==> config.mk <==
export PLATFORM = sky130hd
export DESIGN_NAME = iq_frame_source
export DESIGN_NICKNAME = d
export VERILOG_FILES = /design/src/rtl/iq_src_pkg.sv /design/src/rtl/sample_strobe_gen.sv /design/src/rtl/iq_frame_source.sv
export SDC_FILE = /design/constraint.sdc
export NUM_CORES = 1
export LEC_CHECK = 0
export CAP_MARGIN = 20
export CORE_ASPECT_RATIO = 1.1
export CORE_MARGIN = 2
export CORE_UTILIZATION = 55
export CTS_CLUSTER_SIZE = 16
export DETAILED_ROUTE_END_ITERATION = 8
export GPL_TIMING_DRIVEN = 0
export PLACE_DENSITY = 0.82
export SKIP_LAST_GASP = 1
export SLEW_MARGIN = 10
export SYNTH_ARGS = -nofsm -noshare
export SYNTH_HDL_FRONTEND = slang
export SYNTH_HIERARCHICAL = 1
export SYNTH_SLANG_ARGS = --single-unit
==> constraint.sdc <==
create_clock -name clk -period 12.1 [get_ports clk]
set_clock_uncertainty 0.2 [all_clocks]
set_input_delay 3.63 -clock clk [delete_from_list [all_inputs] [get_ports clk]]
set_output_delay 3.63 -clock clk [all_outputs]
set_load 0.02 [all_outputs]
==> src/rtl/iq_src_pkg.sv <==
// Shared types and constants for the IQ frame source: register map, phase and
// run-state encodings, datapath widths.
package iq_src_pkg;

   localparam int ACC_W = 32;
   localparam int ADC_W = 16;

   localparam logic [2:0] ADDR_ACC_LEN = 3'd0;
   localparam logic [2:0] ADDR_CTRL    = 3'd1;

   typedef enum logic [1:0] {PH_IP, PH_QP, PH_IN, PH_QN} phase_t;
   typedef enum logic {IDLE, ACCUM} state_t;

   // Frame length is a whole number of carrier periods (multiple of 4), minimum one period.
   function automatic logic [15:0] clamp_len(input logic [15:0] v);
      logic [15:0] l;
      l = {v[15:2], 2'b00};
      if (l < 16'd4) l = 16'd4;
      return l;
   endfunction

endpackage

==> src/rtl/sample_strobe_gen.sv <==
// Prescaler producing a one-clock sample strobe every T clocks while enabled.
module sample_strobe_gen #(
   parameter int T = 28
) (
   input  logic clk,
   input  logic reset_l,
   input  logic clk_en,
   input  logic enable,
   output logic strobe
);

   localparam int CW = $clog2(T);
   localparam logic [CW-1:0] LAST = CW'(T - 1);

   logic [CW-1:0] cnt;

   always_ff @(posedge clk or negedge reset_l) begin
      if (!reset_l) begin
         cnt <= '0;
      end else if (clk_en) begin
         if (!enable || cnt == LAST) cnt <= '0;
         else                        cnt <= cnt + 1'b1;
      end
   end

   assign strobe = clk_en && enable && (cnt == LAST);

endmodule

==> src/rtl/iq_frame_source.sv <==
// Quadrature demodulating frame builder: accumulates i/q/|x| sums over a
// programmable number of ADC samples and hands each frame over valid/ready.
module iq_frame_source
   import iq_src_pkg::*;
#(
   parameter int CLK_REF     = 50_000_000,
   parameter int SAMPL_T     = 1_760_000,
   parameter int FRQ_SIGNAL  = 440_000,
   parameter int T           = CLK_REF / SAMPL_T,
   parameter int ACC_LEN_DEF = 64
) (
   input  logic                    clk,
   input  logic                    reset_l,
   input  logic                    clk_en,
   input  logic                    enable,
   input  logic signed [ADC_W-1:0] adc_data,
   input  logic                    wr_en,
   input  logic [2:0]              address,
   input  logic [31:0]             wr_data,
   output logic signed [ACC_W-1:0] i_o,
   output logic signed [ACC_W-1:0] q_o,
   output logic signed [ACC_W-1:0] u_o,
   output logic                    frame_valid,
   input  logic                    frame_ready,
   output logic                    overrun,
   output logic [15:0]             frame_cnt,
   output state_t                  dbg_state
);

   localparam bit PARAMS_OK = (SAMPL_T == 4 * FRQ_SIGNAL) && (T >= 2);

   // Handshake: a frame moves on every enabled edge with frame_valid && frame_ready;
   // i_o/q_o/u_o hold while frame_valid is high and frame_ready is low.

   state_t state, next_state;
   logic   acc_clear;
   logic   strobe;

   phase_t                  phase;
   logic [15:0]             sample_cnt, acc_len, pend_len;
   logic                    pend_valid;
   logic signed [ACC_W-1:0] acc_i, acc_q, acc_u;
   logic signed [ACC_W-1:0] x, abs_x, sum_i, sum_q, sum_u;
   logic                    frame_end, xfer, load, drop, apply_len;
   logic                    wr_acc_len, wr_ctrl;
   logic                    unused_wr_bits;

   sample_strobe_gen #(.T(T)) u_strobe (
      .clk     (clk),
      .reset_l (reset_l),
      .clk_en  (clk_en),
      .enable  (enable),
      .strobe  (strobe)
   );

   always_ff @(posedge clk or negedge reset_l) begin
      if (!reset_l)    state <= IDLE;
      else if (clk_en) state <= next_state;
   end

   always_comb begin
      next_state = state;
      case (state)
         IDLE:    if (enable)  next_state = ACCUM;
         ACCUM:   if (!enable) next_state = IDLE;
         default: next_state = IDLE;
      endcase
   end

   always_comb begin
      acc_clear = (next_state == IDLE);
      dbg_state = state;
   end

   assign x     = {{(ACC_W-ADC_W){adc_data[ADC_W-1]}}, adc_data};
   assign abs_x = adc_data[ADC_W-1] ? -x : x;

   always_comb begin
      sum_i = acc_i;
      sum_q = acc_q;
      case (phase)
         PH_IP:   sum_i = acc_i + x;
         PH_QP:   sum_q = acc_q + x;
         PH_IN:   sum_i = acc_i - x;
         PH_QN:   sum_q = acc_q - x;
         default: ;
      endcase
      sum_u = acc_u + abs_x;
   end

   assign frame_end  = strobe && (sample_cnt == acc_len - 16'd1);
   assign xfer       = frame_valid && frame_ready;
   assign load       = frame_end && (!frame_valid || frame_ready);
   assign drop       = frame_end && frame_valid && !frame_ready;
   assign wr_acc_len = wr_en && (address == ADDR_ACC_LEN);
   assign wr_ctrl    = wr_en && (address == ADDR_CTRL);
   assign apply_len  = pend_valid && (frame_end || acc_clear);
   assign unused_wr_bits = ^wr_data[31:16];

   always_ff @(posedge clk or negedge reset_l) begin
      if (!reset_l) begin
         phase      <= PH_IP;
         sample_cnt <= '0;
         acc_i      <= '0;
         acc_q      <= '0;
         acc_u      <= '0;
      end else if (clk_en) begin
         if (acc_clear || frame_end) begin
            phase      <= PH_IP;
            sample_cnt <= '0;
            acc_i      <= '0;
            acc_q      <= '0;
            acc_u      <= '0;
         end else if (strobe) begin
            phase      <= phase_t'(phase + 2'd1);
            sample_cnt <= sample_cnt + 16'd1;
            acc_i      <= sum_i;
            acc_q      <= sum_q;
            acc_u      <= sum_u;
         end
      end
   end

   // A new length only takes effect between frames so a running frame keeps its size.
   always_ff @(posedge clk or negedge reset_l) begin
      if (!reset_l) begin
         acc_len    <= 16'(ACC_LEN_DEF);
         pend_len   <= 16'(ACC_LEN_DEF);
         pend_valid <= 1'b0;
      end else if (clk_en) begin
         if (apply_len) begin
            acc_len    <= pend_len;
            pend_valid <= 1'b0;
         end
         if (wr_acc_len) begin
            pend_len   <= clamp_len(wr_data[15:0]);
            pend_valid <= 1'b1;
         end
      end
   end

   always_ff @(posedge clk or negedge reset_l) begin
      if (!reset_l) begin
         i_o         <= '0;
         q_o         <= '0;
         u_o         <= '0;
         frame_valid <= 1'b0;
         frame_cnt   <= '0;
         overrun     <= 1'b0;
      end else if (clk_en) begin
         if (load) begin
            i_o <= sum_i;
            q_o <= sum_q;
            u_o <= sum_u;
         end
         if (load)      frame_valid <= 1'b1;
         else if (xfer) frame_valid <= 1'b0;
         if (xfer) frame_cnt <= frame_cnt + 16'd1;
         if (drop)                      overrun <= 1'b1;
         else if (wr_ctrl && wr_data[0]) overrun <= 1'b0;
      end
   end

   a_params_ok: assert property (@(posedge clk) PARAMS_OK);

endmodule

Word level (Yosys, flattened, before mapping)
Index checks and enable logic that the tools add are counted.
Widths: inputs -> output; s select.
- multiplexer cells: 22
- equal/unequal tests: 6
- add/subtract/negate cells: 11
- magnitude comparators: 1
- bitwise gates (word level): 1
- reductions and logical operators: 31
- operator list (cell ; count):
    $mux 32 ; 7
    $pmux 32 s2 ; 2
    $add 32x16->32 ; 2
    $sub 32x16->32 ; 2
    $mux 16 ; 3
    $add 16x1->16 const B ; 2
    $add 32x32->32 ; 1
    $neg 16->32 ; 1
    $eq 16x16->1 ; 1
    $lt 16x3->1 const B ; 1
    $reduce_and 2->1 ; 8
    $sub 16x1->16 const B ; 1
    $logic_and 1x1->1 ; 11
    $reduce_bool 2->1 ; 4
    $mux 1 ; 7
    $add 5x1->5 const B ; 1
    $eq 5x5->1 const B ; 1
    $mux 5 ; 1
    $eq 2x2->1 const B ; 2
    $mux 2 ; 2
    $eq 3x1->1 const B ; 1
    $logic_not 1->1 ; 3
    $logic_not 3->1 ; 1
    $logic_or 1x1->1 ; 3
    other kinds (4) ; 4
- input port bits: 57
- register bits after elaboration: 267
- output and inout port bits: 115
- word-level logic and storage cells: 88

Longest topological paths before layout
Gate-level depths: netlist (run 1).
- depth after elaboration: 7
- mapped depth: 24
- gate-level depth less buffers: 23

By module
The synthesis (run 1) kept the hierarchy.
- by module, submodules not included (module ; cells each ; times used ; seq. area each (µm²) ; area each (µm²)):
    iq_frame_source ; 1850 ; 1 ; 6458.7 ; 16711.0
    sample_strobe_gen ; 28 ; 1 ; 125.1 ; 276.5

Worst setup path after synthesis (run 1)
OpenSTA, ideal clock, no wires.
- kind: input-to-reg
- start point: in adc_data[2]
- end point: reg q_o[30]
- arrival time: 8879 ps
- slack: 2896 ps
- cell stages on the path: 23
- library setup time: 125 ps
- required time: 11775 ps
- path buffers: 2
- cell sequence: buf_6 or3_4 or3_4 or3_4 or3_4 or3_4 or3_1 or3_1 buf_6 ha_1 inv_1 o21ai_0 ha_1 a21o_1 a21o_1 a21oi_1 o21ai_0 and3_1 nor3_1 o21ai_0 xnor2_1 mux2_2 mux2_2
- longest elaborated chain between the ends: 2
- elaborated cells between the ends (all ways): 3
- those cells by class: add/sub: 2; mux: 1
- RTL lines (element ; RTL line ; RTL):
    start: declaration ; iq_frame_source.sv:16 ; input logic signed [ADC_W-1:0] adc_data,
    $sub 32x16->32 / $add 32x16->32 (equally long branches) ; iq_frame_source.sv:85, iq_frame_source.sv:83 ;
    $pmux 32 s2 (*) ; iq_frame_source.sv:81 ; case (phase)
    end signal: assignment ; iq_frame_source.sv:153 ; q_o <= sum_q;
    end: declaration ; iq_frame_source.sv:21 ; output logic signed [ACC_W-1:0] q_o,
Mark *: on every way between the ends. The rest lies on a longest branch, timed or not.
A chain may end at the register's enable or synchronous reset.

Final worst setup path (run 1)
- start point: in adc_data[0]
- end point: reg i_o[31]
- longest elaborated chain between the ends: 2
- elaborated cells between the ends (all ways): 3
- those cells by class: add/sub: 2; mux: 1
- RTL lines (element ; RTL line ; RTL):
    $sub 32x16->32 / $add 32x16->32 (equally long branches) ; iq_frame_source.sv:84, iq_frame_source.sv:82 ;
    $pmux 32 s2 (*) ; iq_frame_source.sv:81 ;
    end signal: assignment ; iq_frame_source.sv:152 ; i_o <= sum_i;
    end: declaration ; iq_frame_source.sv:20 ; output logic signed [ACC_W-1:0] i_o,
Marks and branches as above.

==> run_results.csv, run 1 <==
group,metric,value,unit
layout,final_cell_mix,"dfrtp_1 (261), nand2_1 (243), o21ai_0 (211)",
drt,drtPass1Iterations,5,
timing,slew_headroom,35.9,%
floorplan,io_pins,172,
worst_setup_path,worstSetupPathType,"in -> reg",
flow_run,cap_viol_max_count,0,
layout,nets,2235,
worst_setup_path,crit_slowest_cell,"clkdlybuf4s50_1",
global_routing,grt_max_degree,109,
pwr,power_frac_comb,13.7,%
floorplan,die_w,172,µm
clocking,cts_tree,"done",
placement,dp_hpwl,37300,µm
clocking,clock_latency,570,ps
pwr,powerDensity,108,nW/µm²
clocking,cts_buffers,29,
synthesis,synth_cell_types,77,
synthesis,ys.flop_type,"dfrtp_1",
synthesis,mappedNetlistNets,2057,
synthesis,yosysSeqAreaShare,38.8,%
drt,drtIter0Drc,1226,
floorplan,die_area,32300,µm²
clocking,cts_resized,0,
placement,pre_cts_slack,1590,ps
placement,portBuffers,142,
timing,finalSetupTns,0,ps
worst_setup_path,critPathArrivalTime,10260,ps
global_routing,grt_pass1_vias,14728,
layout,final_common_cell,"dfrtp_1",
clocking,cts_root_buf,"clkbuf_16",
floorplan,coreArea,30400,µm²
drt,via_count,15057,
worst_setup_path,cp-end-kind,"register",
worst_setup_path,worst-path-max-fanout,9,
timing,max_freq,99.8,MHz
pwr,p_sw_share,27.4,%
timing,fin_crit,10020,ps
synthesis,yosysWarnings,6,
clocking,clkSinkCount,263,
timing,finalSetupViolCount,0,
timing,postLayoutSetupSlackWorst,2080,ps
drt,detail-route-antenna-nets,0,
global_routing,antenna_found_initial,1,
run_status,status,"finished, final reports clean",
timing,worst_pin_slew,955,ps
worst_setup_path,slowest_delay,710,ps
layout,area_growth_syn_to_layout,17.7,%
drt,drcViolationCount,0,
worst_setup_path,required,12340,ps
timing,period_share,82.8,%
synthesis,synth_area_per_cell,9.05,µm²
clocking,max-clock-path-buffers,3,
min_path,min_path_type,"reg -> reg",
worst_setup_path,cp_common_cell,"or3_1",
synthesis,synth_area,17000,µm²
placement,place.gp.congestion,1.03,
drt,wire_per_inst,20.0,µm
clocking,htreeDepth,1,
floorplan,dieHeight,188,µm
pwr,p_int,0.00157,W
clocking,clk_pin_slew,60,ps
floorplan,num_rows,67,
global_routing,overflow,0,
synthesis,synth_edf_count,0,
synthesis,ys_ff_latch,263,
layout,drive_above_1_share,7.32,%
synthesis,synth_cells,1878,
global_routing,grt_pass1_wl,78200,µm
clocking,post_cts_buffers,0,
timing,slew_violations,0,
pwr,p_clk_share,42.9,%
drt,viasPerCell,6.04,
pwr,power.switching,0.000594,W
floorplan,initial_core_util,55.8,%
global_routing,grt_usage,30.7,%
pwr,power.leakage,9.31,nW
pwr,peakVddDrop,0.0892,mV
drt,drt-total-wl,49900,µm
synthesis,async_reset_ff_share,100,%
pwr,power_frac_seq,43.5,%
clocking,hold_buffers,0,
worst_setup_path,cp-start-kind,"input port",
timing,hold_violations,0,
timing,rsz0062_at_grt,"false",
-- final timing paths --
kind | startpoint | to | slack [ps] | cells past startpoint
setup / recovery | adc_data[0] | i_o[31] | 2080 | 25
hold / removal | frame_cnt[15] | frame_cnt[15] | 280 | 1
setup reg to reg | phase[0] | q_o[30] | 7040 | 17
hold reg to reg | frame_cnt[15] | frame_cnt[15] | 280 | 1
max in group asynchronous | reset_l | acc_q[16] | 7870 | 2
min in group asynchronous | reset_l | pend_len[7] | 2840 | 1
-- metal layers --
layer,GRT usage [%],up-vias,share of wire (%)
met1,40.2,7314,42
met5,0,-,0
met2,50.6,580,47
met3,4.05,144,6.7
met4,14.0,0,4.9
li1,-,7019,-
-- per-stage QoR --
| stage | total power (W) | utilization [%] | cells | hold slack [ps] | area, µm² |
|---|---|---|---|---|---|
| final | 0.00217 | 65.7 | 2492 | 275 | 20000 |
| after global routing | 0.00225 | 65.7 | 2491 | 295 | 20000 |
| after CTS | 0.00218 | 65.7 | 2490 | 277 | 20000 |
| after detailed placement | 0.00125 | 62.5 | 2438 | 268 | 19000 |
| after global placement | 0.00124 | 62.2 | 2434 | 261 | 18900 |
| after floorplan | 0.00115 | - | 1878 | 254 | 17000 |
-- cell type report --
type | instances | area, µm²
Clock buffer | 35 | 778
Clock inverter | 17 | 204
Multi-Input combinational cell | 1473 | 9840
Buffer | 88 | 363
Tap cell | 414 | 518
Antenna cell | 1 | 2.50
Timing Repair Buffer | 147 | 1500
Sequential cell | 263 | 6580
Inverter | 54 | 203
Fill cell | 2460 | 10400
-- synthesized netlist by cell type, types with 11 or more instances --
cell type	instances	area share, %
a211oi_1	17	0.75
a21o_1	49	2.2
a21oi_1	94	2.8
a22o_1	48	2.5
a31oi_1	18	0.66
and3_1	18	0.66
buf_2	11	0.32
clkbuf_1	64	1.4
dfrtp_1	261	38
ha_1	119	8.8
inv_1	53	1.2
mux2_2	41	2.7
mux2i_1	34	2.0
nand2_1	243	5.4
nand2b_1	18	0.66
nand3_1	20	0.59
nand4_1	14	0.52
nor2_1	140	3.1
nor3_1	46	1.4
o21a_1	13	0.57
o21ai_0	211	6.2
o21bai_1	11	0.49
or3_1	14	0.52
xnor2_1	104	5.4
xor2_1	54	2.8
-- cell families after synthesis --
family | count (synthesis) | share of synthesized area (%)
adder cells (fa/ha/maj) | 122 | 9.12
AND/OR/NAND/NOR | 581 | 15.8
multiplexers | 85 | 5.38
buffers and inverters | 142 | 3.33
flip-flops | 263 | 38.8
XOR/XNOR | 158 | 8.15
AO/OA/AOI/OAI | 527 | 19.4
-- power by group through the flow --
stage	Sequential [W]	Clock [W]	Combinational, W
2_1_floorplan	0.000947	0	0.000202
5_1_grt	0.000946	0.000978	0.000327
4_1_cts	0.000942	0.000939	0.000294
3_3_place_gp	0.000957	0	0.000280
6_report	0.000942	0.000929	0.000296
3_5_place_dp	0.000958	0	0.000292
-- worst max-delay path, delay by kind of cell --
family                   cells  cell delay [ps]
AND/OR/NAND/NOR              8             2340
adder cells (fa/ha/maj)      3              960
XOR/XNOR                     1              160
AO/OA/AOI/OAI                7             1330
multiplexers                 2              630
buffers and inverters        4             1200
-- state kept, by name, indices dropped and copies added (netlist names) --
signal / flops
phase: 2
frame_valid: 1
i_o: 32
acc_u: 32
acc_q: 32
pend_valid: 1
dbg_state: 1
sample_cnt: 16
q_o: 32
acc_i: 32
acc_len: 14
pend_len: 14
frame_cnt: 16
u_o: 32
overrun: 1
u_strobe/cnt: 5
Power figures use the tool's default switching activity.
==> run 2: changes to the inputs <==
Clock period 12.1 ns to 9.75 ns, I/O delays scaled along.
==> results of run 2 <==
Same layout as run 1 (identical final DEF). Status: finished, final reports clean.
Among the figures that moved: setup slack after placement 1590 ps -> -52.0 ps; setup slack after layout 2080 ps -> 440 ps; register-to-register setup slack 7040 ps -> 4690 ps; total power 0.00217 W -> 0.00269 W; worst IR drop on VDD 0.0892 mV -> 0.111 mV
